**config.mk**
```make
export PLATFORM = sky130hd
export DESIGN_NAME = dram_bridge_flat
export DESIGN_NICKNAME = d
export VERILOG_FILES = /design/src/rtl/dram_bridge_pkg.sv /design/src/rtl/dram_bridge_if.sv /design/src/rtl/dram_bridge.sv /design/src/flat_wrapper.sv
export SDC_FILE = /design/constraint.sdc
export NUM_CORES = 1
export LEC_CHECK = 0
export ABC_AREA = 0
export CORE_MARGIN = 3
export CORE_UTILIZATION = 50
export CTS_BUF_LIST = sky130_fd_sc_hd__clkbuf_16
export CTS_CLUSTER_SIZE = 10
export DETAILED_ROUTE_END_ITERATION = 10
export PLACE_DENSITY = 0.84
export SYNTH_ARGS = -nofsm -noshare
export SYNTH_HDL_FRONTEND = slang
export SYNTH_SLANG_ARGS = --single-unit
export TNS_END_PERCENT = 5
```
**constraint.sdc**
```tcl
create_clock -name clk -period 8.6 [get_ports clk]
set_input_delay 2.15 -clock clk [delete_from_list [all_inputs] [get_ports clk]]
set_output_delay 2.15 -clock clk [all_outputs]
set_load 0.005 [all_outputs]
```
**src/rtl/dram_bridge_pkg.sv**
```systemverilog
// Shared types and constants for the 32-bit word to 16-bit halfword DRAM bridge.
package dram_bridge_pkg;

    typedef enum logic [2:0] {
        IDLE,
        CMD_LO,
        CMD_HI,
        WAIT_RD,
        RESP,
        DONE
    } state_t;

    // Operation encoding doubles as the memory write-enable.
    localparam logic OP_READ  = 1'b0;
    localparam logic OP_WRITE = 1'b1;

    localparam logic [31:0] TIMEOUT_DATA = 32'hDEADBEEF;

endpackage

```
**src/rtl/dram_bridge_if.sv**
```systemverilog
// Pipelined 16-bit command/response memory port; the bridge is the master.
interface dram_bridge_if #(
    parameter int ADDR_W = 24
);
    logic [ADDR_W:0] mem_addr;
    logic [15:0]     mem_wdata;
    logic            mem_we;
    logic            mem_cmd_valid;
    logic            mem_cmd_ready;
    logic [15:0]     mem_rdata;
    logic            mem_rdata_valid;

    modport master (
        output mem_addr, mem_wdata, mem_we, mem_cmd_valid,
        input  mem_cmd_ready, mem_rdata, mem_rdata_valid
    );

    modport slave (
        input  mem_addr, mem_wdata, mem_we, mem_cmd_valid,
        output mem_cmd_ready, mem_rdata, mem_rdata_valid
    );
endinterface

```
**src/rtl/dram_bridge.sv**
```systemverilog
// Splits each 32-bit core word access into two halfword memory commands and
// reassembles read returns; a watchdog forces completion if memory stalls.
module dram_bridge
    import dram_bridge_pkg::*;
#(
    parameter int ADDR_W  = 24,
    parameter int TIMEOUT = 255
) (
    input  logic              clk,
    input  logic              rst,
    input  logic [ADDR_W-1:0] dram_addr,
    input  logic [31:0]       dram_data_out,
    input  logic              dram_req_read,
    input  logic              dram_req_write,
    output logic [31:0]       dram_data_in,
    output logic              dram_data_valid,
    output logic              dram_write_complete,
    output logic              err,
    dram_bridge_if.master     mem
);

    localparam logic [15:0] WD_LAST = 16'(TIMEOUT - 1);

    state_t      state;
    logic        op;
    logic [15:0] wdata_hi;
    logic [1:0]  rcnt;
    logic [15:0] wd;

    logic accept;
    logic timed;
    logic timeout;
    logic capture;

    assign accept  = mem.mem_cmd_valid && mem.mem_cmd_ready;
    assign timed   = state inside {CMD_LO, CMD_HI, WAIT_RD};
    // The watchdog fires on the edge where the count reaches TIMEOUT.
    assign timeout = timed && (wd == WD_LAST);
    assign capture = (state == CMD_HI || state == WAIT_RD) && (op == OP_READ)
                     && mem.mem_rdata_valid && (rcnt != 2'd2);

    assign mem.mem_we = op;

    always_ff @(posedge clk or posedge rst) begin
        if (rst) begin
            state               <= IDLE;
            op                  <= OP_READ;
            wdata_hi            <= '0;
            rcnt                <= '0;
            wd                  <= '0;
            mem.mem_addr        <= '0;
            mem.mem_wdata       <= '0;
            mem.mem_cmd_valid   <= 1'b0;
            dram_data_in        <= '0;
            dram_data_valid     <= 1'b0;
            dram_write_complete <= 1'b0;
            err                 <= 1'b0;
        end else begin
            // NOTE: non-blocking throughout, so later assignments in this block
            // override earlier ones without creating ordering hazards.
            dram_data_valid     <= 1'b0;
            dram_write_complete <= 1'b0;

            if (timed) begin
                wd <= wd + 16'd1;
            end

            if (capture) begin
                if (rcnt[0]) begin
                    dram_data_in[31:16] <= mem.mem_rdata;
                end else begin
                    dram_data_in[15:0]  <= mem.mem_rdata;
                end
                rcnt <= rcnt + 2'd1;
            end

            if (timeout) begin
                state             <= RESP;
                err               <= 1'b1;
                mem.mem_cmd_valid <= 1'b0;
                if (op == OP_READ) begin
                    dram_data_in    <= TIMEOUT_DATA;
                    dram_data_valid <= 1'b1;
                end else begin
                    dram_write_complete <= 1'b1;
                end
            end else begin
                case (state)
                    IDLE: begin
                        if (dram_req_read || dram_req_write) begin
                            op                <= dram_req_read ? OP_READ : OP_WRITE;
                            mem.mem_addr      <= {dram_addr, 1'b0};
                            mem.mem_wdata     <= dram_data_out[15:0];
                            wdata_hi          <= dram_data_out[31:16];
                            mem.mem_cmd_valid <= 1'b1;
                            wd                <= '0;
                            rcnt              <= '0;
                            state             <= CMD_LO;
                        end
                    end
                    CMD_LO: begin
                        if (accept) begin
                            mem.mem_addr[0] <= 1'b1;
                            mem.mem_wdata   <= wdata_hi;
                            state           <= CMD_HI;
                        end
                    end
                    CMD_HI: begin
                        if (accept) begin
                            mem.mem_cmd_valid <= 1'b0;
                            if (op == OP_WRITE) begin
                                dram_write_complete <= 1'b1;
                                state               <= RESP;
                            end else begin
                                state <= WAIT_RD;
                            end
                        end
                    end
                    WAIT_RD: begin
                        if (rcnt == 2'd2) begin
                            dram_data_valid <= 1'b1;
                            state           <= RESP;
                        end
                    end
                    RESP:    state <= DONE;
                    // Requests are not sampled here so the core can drop its level.
                    DONE:    state <= IDLE;
                    default: state <= IDLE;
                endcase
            end
        end
    end

endmodule
```
**src/flat_wrapper.sv**
```systemverilog
// flat-port wrapper written by rule: the top's interface ports become plain ports
module dram_bridge_flat import dram_bridge_pkg::*;
#(
    parameter int ADDR_W  = 24,
    parameter int TIMEOUT = 255
)
  (clk, rst, dram_addr, dram_data_out, dram_req_read, dram_req_write, dram_data_in, dram_data_valid, dram_write_complete, err, mem_mem_addr, mem_mem_wdata, mem_mem_we, mem_mem_cmd_valid, mem_mem_cmd_ready, mem_mem_rdata, mem_mem_rdata_valid);
  dram_bridge_if #(.ADDR_W(ADDR_W)) mem_i ();
  input  logic clk;
  input  logic rst;
  input  logic [ADDR_W-1:0] dram_addr;
  input  logic [31:0] dram_data_out;
  input  logic dram_req_read;
  input  logic dram_req_write;
  output logic [31:0] dram_data_in;
  output logic dram_data_valid;
  output logic dram_write_complete;
  output logic err;
  output wire logic [$bits(mem_i.mem_addr)-1:0] mem_mem_addr;
  output wire logic [$bits(mem_i.mem_wdata)-1:0] mem_mem_wdata;
  output wire logic [$bits(mem_i.mem_we)-1:0] mem_mem_we;
  output wire logic [$bits(mem_i.mem_cmd_valid)-1:0] mem_mem_cmd_valid;
  input wire logic [$bits(mem_i.mem_cmd_ready)-1:0] mem_mem_cmd_ready;
  input wire logic [$bits(mem_i.mem_rdata)-1:0] mem_mem_rdata;
  input wire logic [$bits(mem_i.mem_rdata_valid)-1:0] mem_mem_rdata_valid;
  assign mem_mem_addr = mem_i.mem_addr;
  assign mem_mem_wdata = mem_i.mem_wdata;
  assign mem_mem_we = mem_i.mem_we;
  assign mem_mem_cmd_valid = mem_i.mem_cmd_valid;
  assign mem_i.mem_cmd_ready = mem_mem_cmd_ready;
  assign mem_i.mem_rdata = mem_mem_rdata;
  assign mem_i.mem_rdata_valid = mem_mem_rdata_valid;
  dram_bridge #(.ADDR_W(ADDR_W), .TIMEOUT(TIMEOUT)) u_core (.clk(clk), .rst(rst), .dram_addr(dram_addr), .dram_data_out(dram_data_out), .dram_req_read(dram_req_read), .dram_req_write(dram_req_write), .dram_data_in(dram_data_in), .dram_data_valid(dram_data_valid), .dram_write_complete(dram_write_complete), .err(err), .mem(mem_i));
endmodule
```
# Word level (Yosys, flattened, before mapping)

Cells that the tools add are included.

Output and inout port bits: 78
Memories kept: 0
Word-level logic and storage cells: 84
Latch bits: 0
Register bits after elaboration: 115
Input bits: 78
Memory bits (writable): 0
Bits in read-only memories: 0

$mul: 0
Div/mod/pow operators: 0
Bitwise gates (word level): 2
Add/subtract/negate cells: 2
Shift operators: 0
$lt $le $gt $ge: 0
Muxes and demuxes: 39
Reductions and logical operators: 15
Eq/ne operators: 13

Operators by type and width:

| kind                  | count |
|---|---|
| $mux 16               | 8 |
| $mux 32               | 3 |
| $pmux 16 s2           | 1 |
| $mux 3                | 6 |
| $add 16x1->16 const B | 1 |
| $eq 16x8->1 const B   | 1 |
| $pmux 3 s5            | 1 |
| $mux 1                | 14 |
| $ne 3x1->1 const B    | 3 |
| $mux 2                | 4 |
| $reduce_and 4->1      | 2 |
| $eq 3x2->1 const B    | 2 |
| $reduce_and 3->1      | 2 |
| $reduce_bool 3->1     | 2 |
| $logic_and 1x1->1     | 5 |
| $ne 2x1->1 const B    | 2 |
| $pmux 1 s2            | 2 |
| $eq 3x1->1 const B    | 1 |
| $eq 3x3->1 const B    | 1 |
| $logic_not 3->1       | 1 |
| $ne 3x2->1 const B    | 1 |
| $add 2x1->2 const B   | 1 |
| $eq 2x2->1 const B    | 1 |
| $logic_or 1x1->1      | 2 |
| 3 further kinds       | 4 |

# Logic depth before layout (Yosys ltp)

Depth in word-level cells: 9
Mapped depth: 9
Depth with buffers taken out: 6

# Worst setup path after synthesis

No wires, ideal clock.

Kind: input to register
Start point: in mem_mem_cmd_ready
End point: reg u_core.mem.mem_wdata[0]
Required time: 8475 ps
Setup time: 125 ps
Stages: 5
Arrival time: 3474 ps
Path slack: 5001 ps
Buffers on the path: 1
Cells stage by stage: and2_2 > mux2i_1 > a2111oi_4 > buf_6 > mux2_4

Cells in the longest elaborated chain, start to end: 3

RTL lines:

| what                              | line                 | text |
|---|---|---|
| start, declared                   | flat_wrapper.sv:23   | `input wire logic [$bits(mem_i.mem_cmd_ready)-1:0] mem_mem_cmd_ready;` |
| $logic_and 1x1->1                 | dram_bridge.sv:35    | `assign accept = mem.mem_cmd_valid && mem.mem_cmd_ready;` |
| $ne 2x1->1 (no source line)       | -                    |  |
| $reduce_and 4->1 (no source line) | -                    |  |
| end signal, assigned              | dram_bridge.sv:93    | `mem.mem_wdata <= dram_data_out[15:0];` |
| end signal, assigned              | dram_bridge.sv:104   | `mem.mem_wdata <= wdata_hi;` |
| end, declared                     | dram_bridge_if.sv:14 | `output mem_addr, mem_wdata, mem_we, mem_cmd_valid,` |

Every way passes these cells.
A chain may end at the register's enable or synchronous reset.

# Final worst setup path

Start point: in mem_mem_cmd_ready
End point: reg u_core.mem.mem_wdata[12]

The elaborated chain is that of the path after synthesis.

==> impl_metrics.toml <==
[drt]
via_count = 4207
detailedRoute.firstIterationViolations = 248
viasPerCell = 5.28
ant_nets = 0
detail_route.drc_violations = 0
wirelength_um = 12900
firstDrtPassIters = 5
wl_per_cell_um = 16.2

[placement]
dpl-instance-area_um2 = 6780
gp_congestion = 0.779
dp_hpwl_um = 8610
portBuffers = 155

[sta]
timing.final.setup_violations = 0
max_freq_mhz = 266
slew_violations = 0
minimum_period_implied_by_the_final_worst_setup_slack_ns = 3.76
timing.setup.tns_ns = 0
max_slew_margin_pct = 28.0
grt_setup_unrepaired = "no"
finalCritPeriodShare_pct = 43.8
finalHoldWorstSlack_ns = 0.468
tightest_slew_ns = 1.08
timing_hold_violations_final = 0
skew_ns = 0.0111

[floorplan]
die_height_um = 108
core_area_um2 = 9910
start_util_pct = 52.3
die_w_um = 108
num_io_pins = 156
rows = 36
die_area_um2 = 11600

[clocking]
clkSinkCount = 115
cts_made_buffers = 17
count_of_h_tree_levels_built_during_cts = 4
clk_root_buffer_cell = "sky130_fd_sc_hd__clkbuf_16"
clk_transition_reported_paths_ns = 0.05
clock_insertion_delay_worst_skew_ns = 0.41
holdBufCountCts = 0
postCtsSetupRepairBufs = 0
ctsLongestPathBuffers = 2
tritoncts = "yes"
post_cts.resized_instances = 0

[grt]
total_grt_overflow = 0
grt_first_pass_wirelength_um = 21500
via_count_of_the_first_global_routing_pass = 4396
antenna_violations_before_repair = 0
groute.usage.overall_pct = 23.6
grt_start_max_net_pins = 81

[critical_path]
critical_path_buf_inv_count = 2
cp_cell_sequence = "clkdlybuf4s50_1 -> and2_2 -> mux2i_1 -> a2111oi_4 -> buf_4 -> mux2_2"
worst_path_class_setup = "in2reg"
crit-reg2reg-capture = "u_core.dram_data_in[12]"
setup.reg_to_reg.worst_slack_ns = 5.85
r2r-start = "u_core.rcnt[0]"
reg2reg_depth = 6
cp.required_ns = 8.89
crit_slowest_cell = "sky130_fd_sc_hd__clkdlybuf4s50_1"
worst-path-max-fanout = 17
critical_path.endpoint_type = "register"
cp_slowest_stage_delay_ns = 0.53
arrival_ns = 4.05
critical_path.top_delay_family = "buffers and inverters"
worstSetupStartpointType = "input port"

[finish]
finalInstanceArea_um2 = 7340
antennaDiodeCount = 0
final_core_util_pct = 74.1
post_route_cells_drive_above_1_share_pct = 12.2
layout_commonest_cell = "sky130_fd_sc_hd__nand2_1"
mostFrequentLayoutCells = "sky130_fd_sc_hd__nand2_1, sky130_fd_sc_hd__clkdlybuf4s50_1, sky130_fd_sc_hd__dfrtp_1, sky130_fd_sc_hd__nand3_1, sky130_fd_sc_hd__mux2_2"
final_net_count = 733
area_delta_synth_final_pct = 41.7

[power_and_ir_drop]
internal_power_w = 0.00181
clock_power_share_pct = 25.0
p_per_area_nw_per_um2 = 367
total_leakage_power_nw = 3.31
net-switching-power_w = 0.000877
power.combinational.fraction_pct = 39.3
power.ir.vdd_worst_mv = 0.225
share_seq_of_total_power_pct = 35.7
switching_share_pct = 32.6

[logic_synthesis]
synth_enable_flop_cells = 0
ys_seq_area_share_pct = 55.5
synthTopCellsByArea = "sky130_fd_sc_hd__dfrtp_1, sky130_fd_sc_hd__nand2_1, sky130_fd_sc_hd__mux2_2"
synth_area_leader_cell = "sky130_fd_sc_hd__dfrtp_1"
synth_top_area_share_pct = 55.5
mean_instance_size_in_the_synthesized_netlist_um2 = 10.3
syn_inst = 502
synth_flop_cell = "sky130_fd_sc_hd__dfrtp_1"
synth_nets = 583
synth-warning-count = 0
mappedNetlistArea_um2 = 5180
synth.ff_latch_count = 115
yosys.cell_types.count = 50
synth-async-reset-ratio_pct = 100

[worst_hold_path]
holdPathEnd = "u_core.wdata_hi[11]"
min_delay_path_class = "reg2reg"
worst_hold_path.num_cells = 2
hold_path_startpoint = "u_core.wdata_hi[11]"

[run_status]
outcome = "finished clean"

[job]
max_cap_viol_count = 0
metal layers:
layer	track usage [%]	vias to the layer above	part of all wire, %
met5	0	-	0
met4	8.03	0	1.7
li1	-	1983	-
met2	37.7	171	48
met1	29.4	2028	41
met3	9.00	25	9.0
worst max path at each step:
stage / start / to / slack (ns) / cells after the start
floorplan: rst / u_core.dram_data_in[0] / 3.41 / 1
global placement: mem_mem_cmd_ready / u_core.mem.mem_wdata[9] / 4.50 / 6
detailed placement: mem_mem_cmd_ready / u_core.mem.mem_wdata[15] / 4.44 / 6
CTS: mem_mem_cmd_ready / u_core.mem.mem_wdata[12] / 4.87 / 6
global route: mem_mem_cmd_ready / u_core.mem.mem_wdata[10] / 4.80 / 6
finish: mem_mem_cmd_ready / u_core.mem.mem_wdata[12] / 4.84 / 6
power groups by stage:
stage	Combinational, W	Sequential, W	Clock [W]
6_report	0.00106	0.000961	0.000672
3_5_place_dp	0.00106	0.000960	0
4_1_cts	0.00107	0.000959	0.000681
3_3_place_gp	0.00102	0.000949	0
2_1_floorplan	0.000586	0.000916	0
5_1_grt	0.00116	0.000993	0.000706
layout make-up:
type                       instances  area, um2
clock buffer                      17        425
inverter                           7       28.8
tap                              133        166
sequential                       115       2880
fill                             648       2570
clock inverter                    14        140
multi-input combinational        352       2120
timing repair buffer             159       1580
metrics by stage:
step,setup slack [ns],cells,power [W]
3_5_place_dp,4.44,766,0.00202
6_report,4.84,797,0.00269
3_3_place_gp,4.50,766,0.00197
5_1_grt,4.80,797,0.00286
2_1_floorplan,3.41,502,0.00150
4_1_cts,4.87,797,0.00271
Yosys cell counts (all sizes together) (4+ instances only):
library cell / n
xnor2: 5
nor2: 19
dfrtp: 115
nor3: 4
mux2: 32
mux2i: 19
o21ai: 8
clkbuf: 16
nand3: 34
xor2: 6
nand4: 6
a21oi: 14
buf: 11
or3: 4
inv: 7
and2: 4
nand2: 158
worst min-delay path: cells and delay by family (launching register included):
kind | cells | cell delay [ns]
flip-flops | 1 | 0.34
AND/OR/NAND/NOR | 2 | 0.10
flip-flops by register name, indices dropped and copies added (netlist names):
signal and count:
u_core.dram_data_in 32, u_core.err 1, u_core.dram_data_valid 1, u_core.mem.mem_wdata 16, u_core.state 3, u_core.mem.mem_we 1
u_core.wd 16, u_core.wdata_hi 16, u_core.rcnt 2, u_core.mem.mem_addr 25, u_core.mem.mem_cmd_valid 1, u_core.dram_write_complete 1
logic make-up after synthesis:
group | after synthesis | share of synthesized area, %
adder cells (fa/ha/maj) | 3 | 0.724
XOR/XNOR | 11 | 1.86
buffers and inverters | 35 | 3.52
multiplexers | 51 | 11.3
flip-flops | 115 | 55.5
AND/OR/NAND/NOR | 252 | 22.7
AO/OA/AOI/OAI | 35 | 4.42
Note: power is estimated with default switching activity, not from simulation.
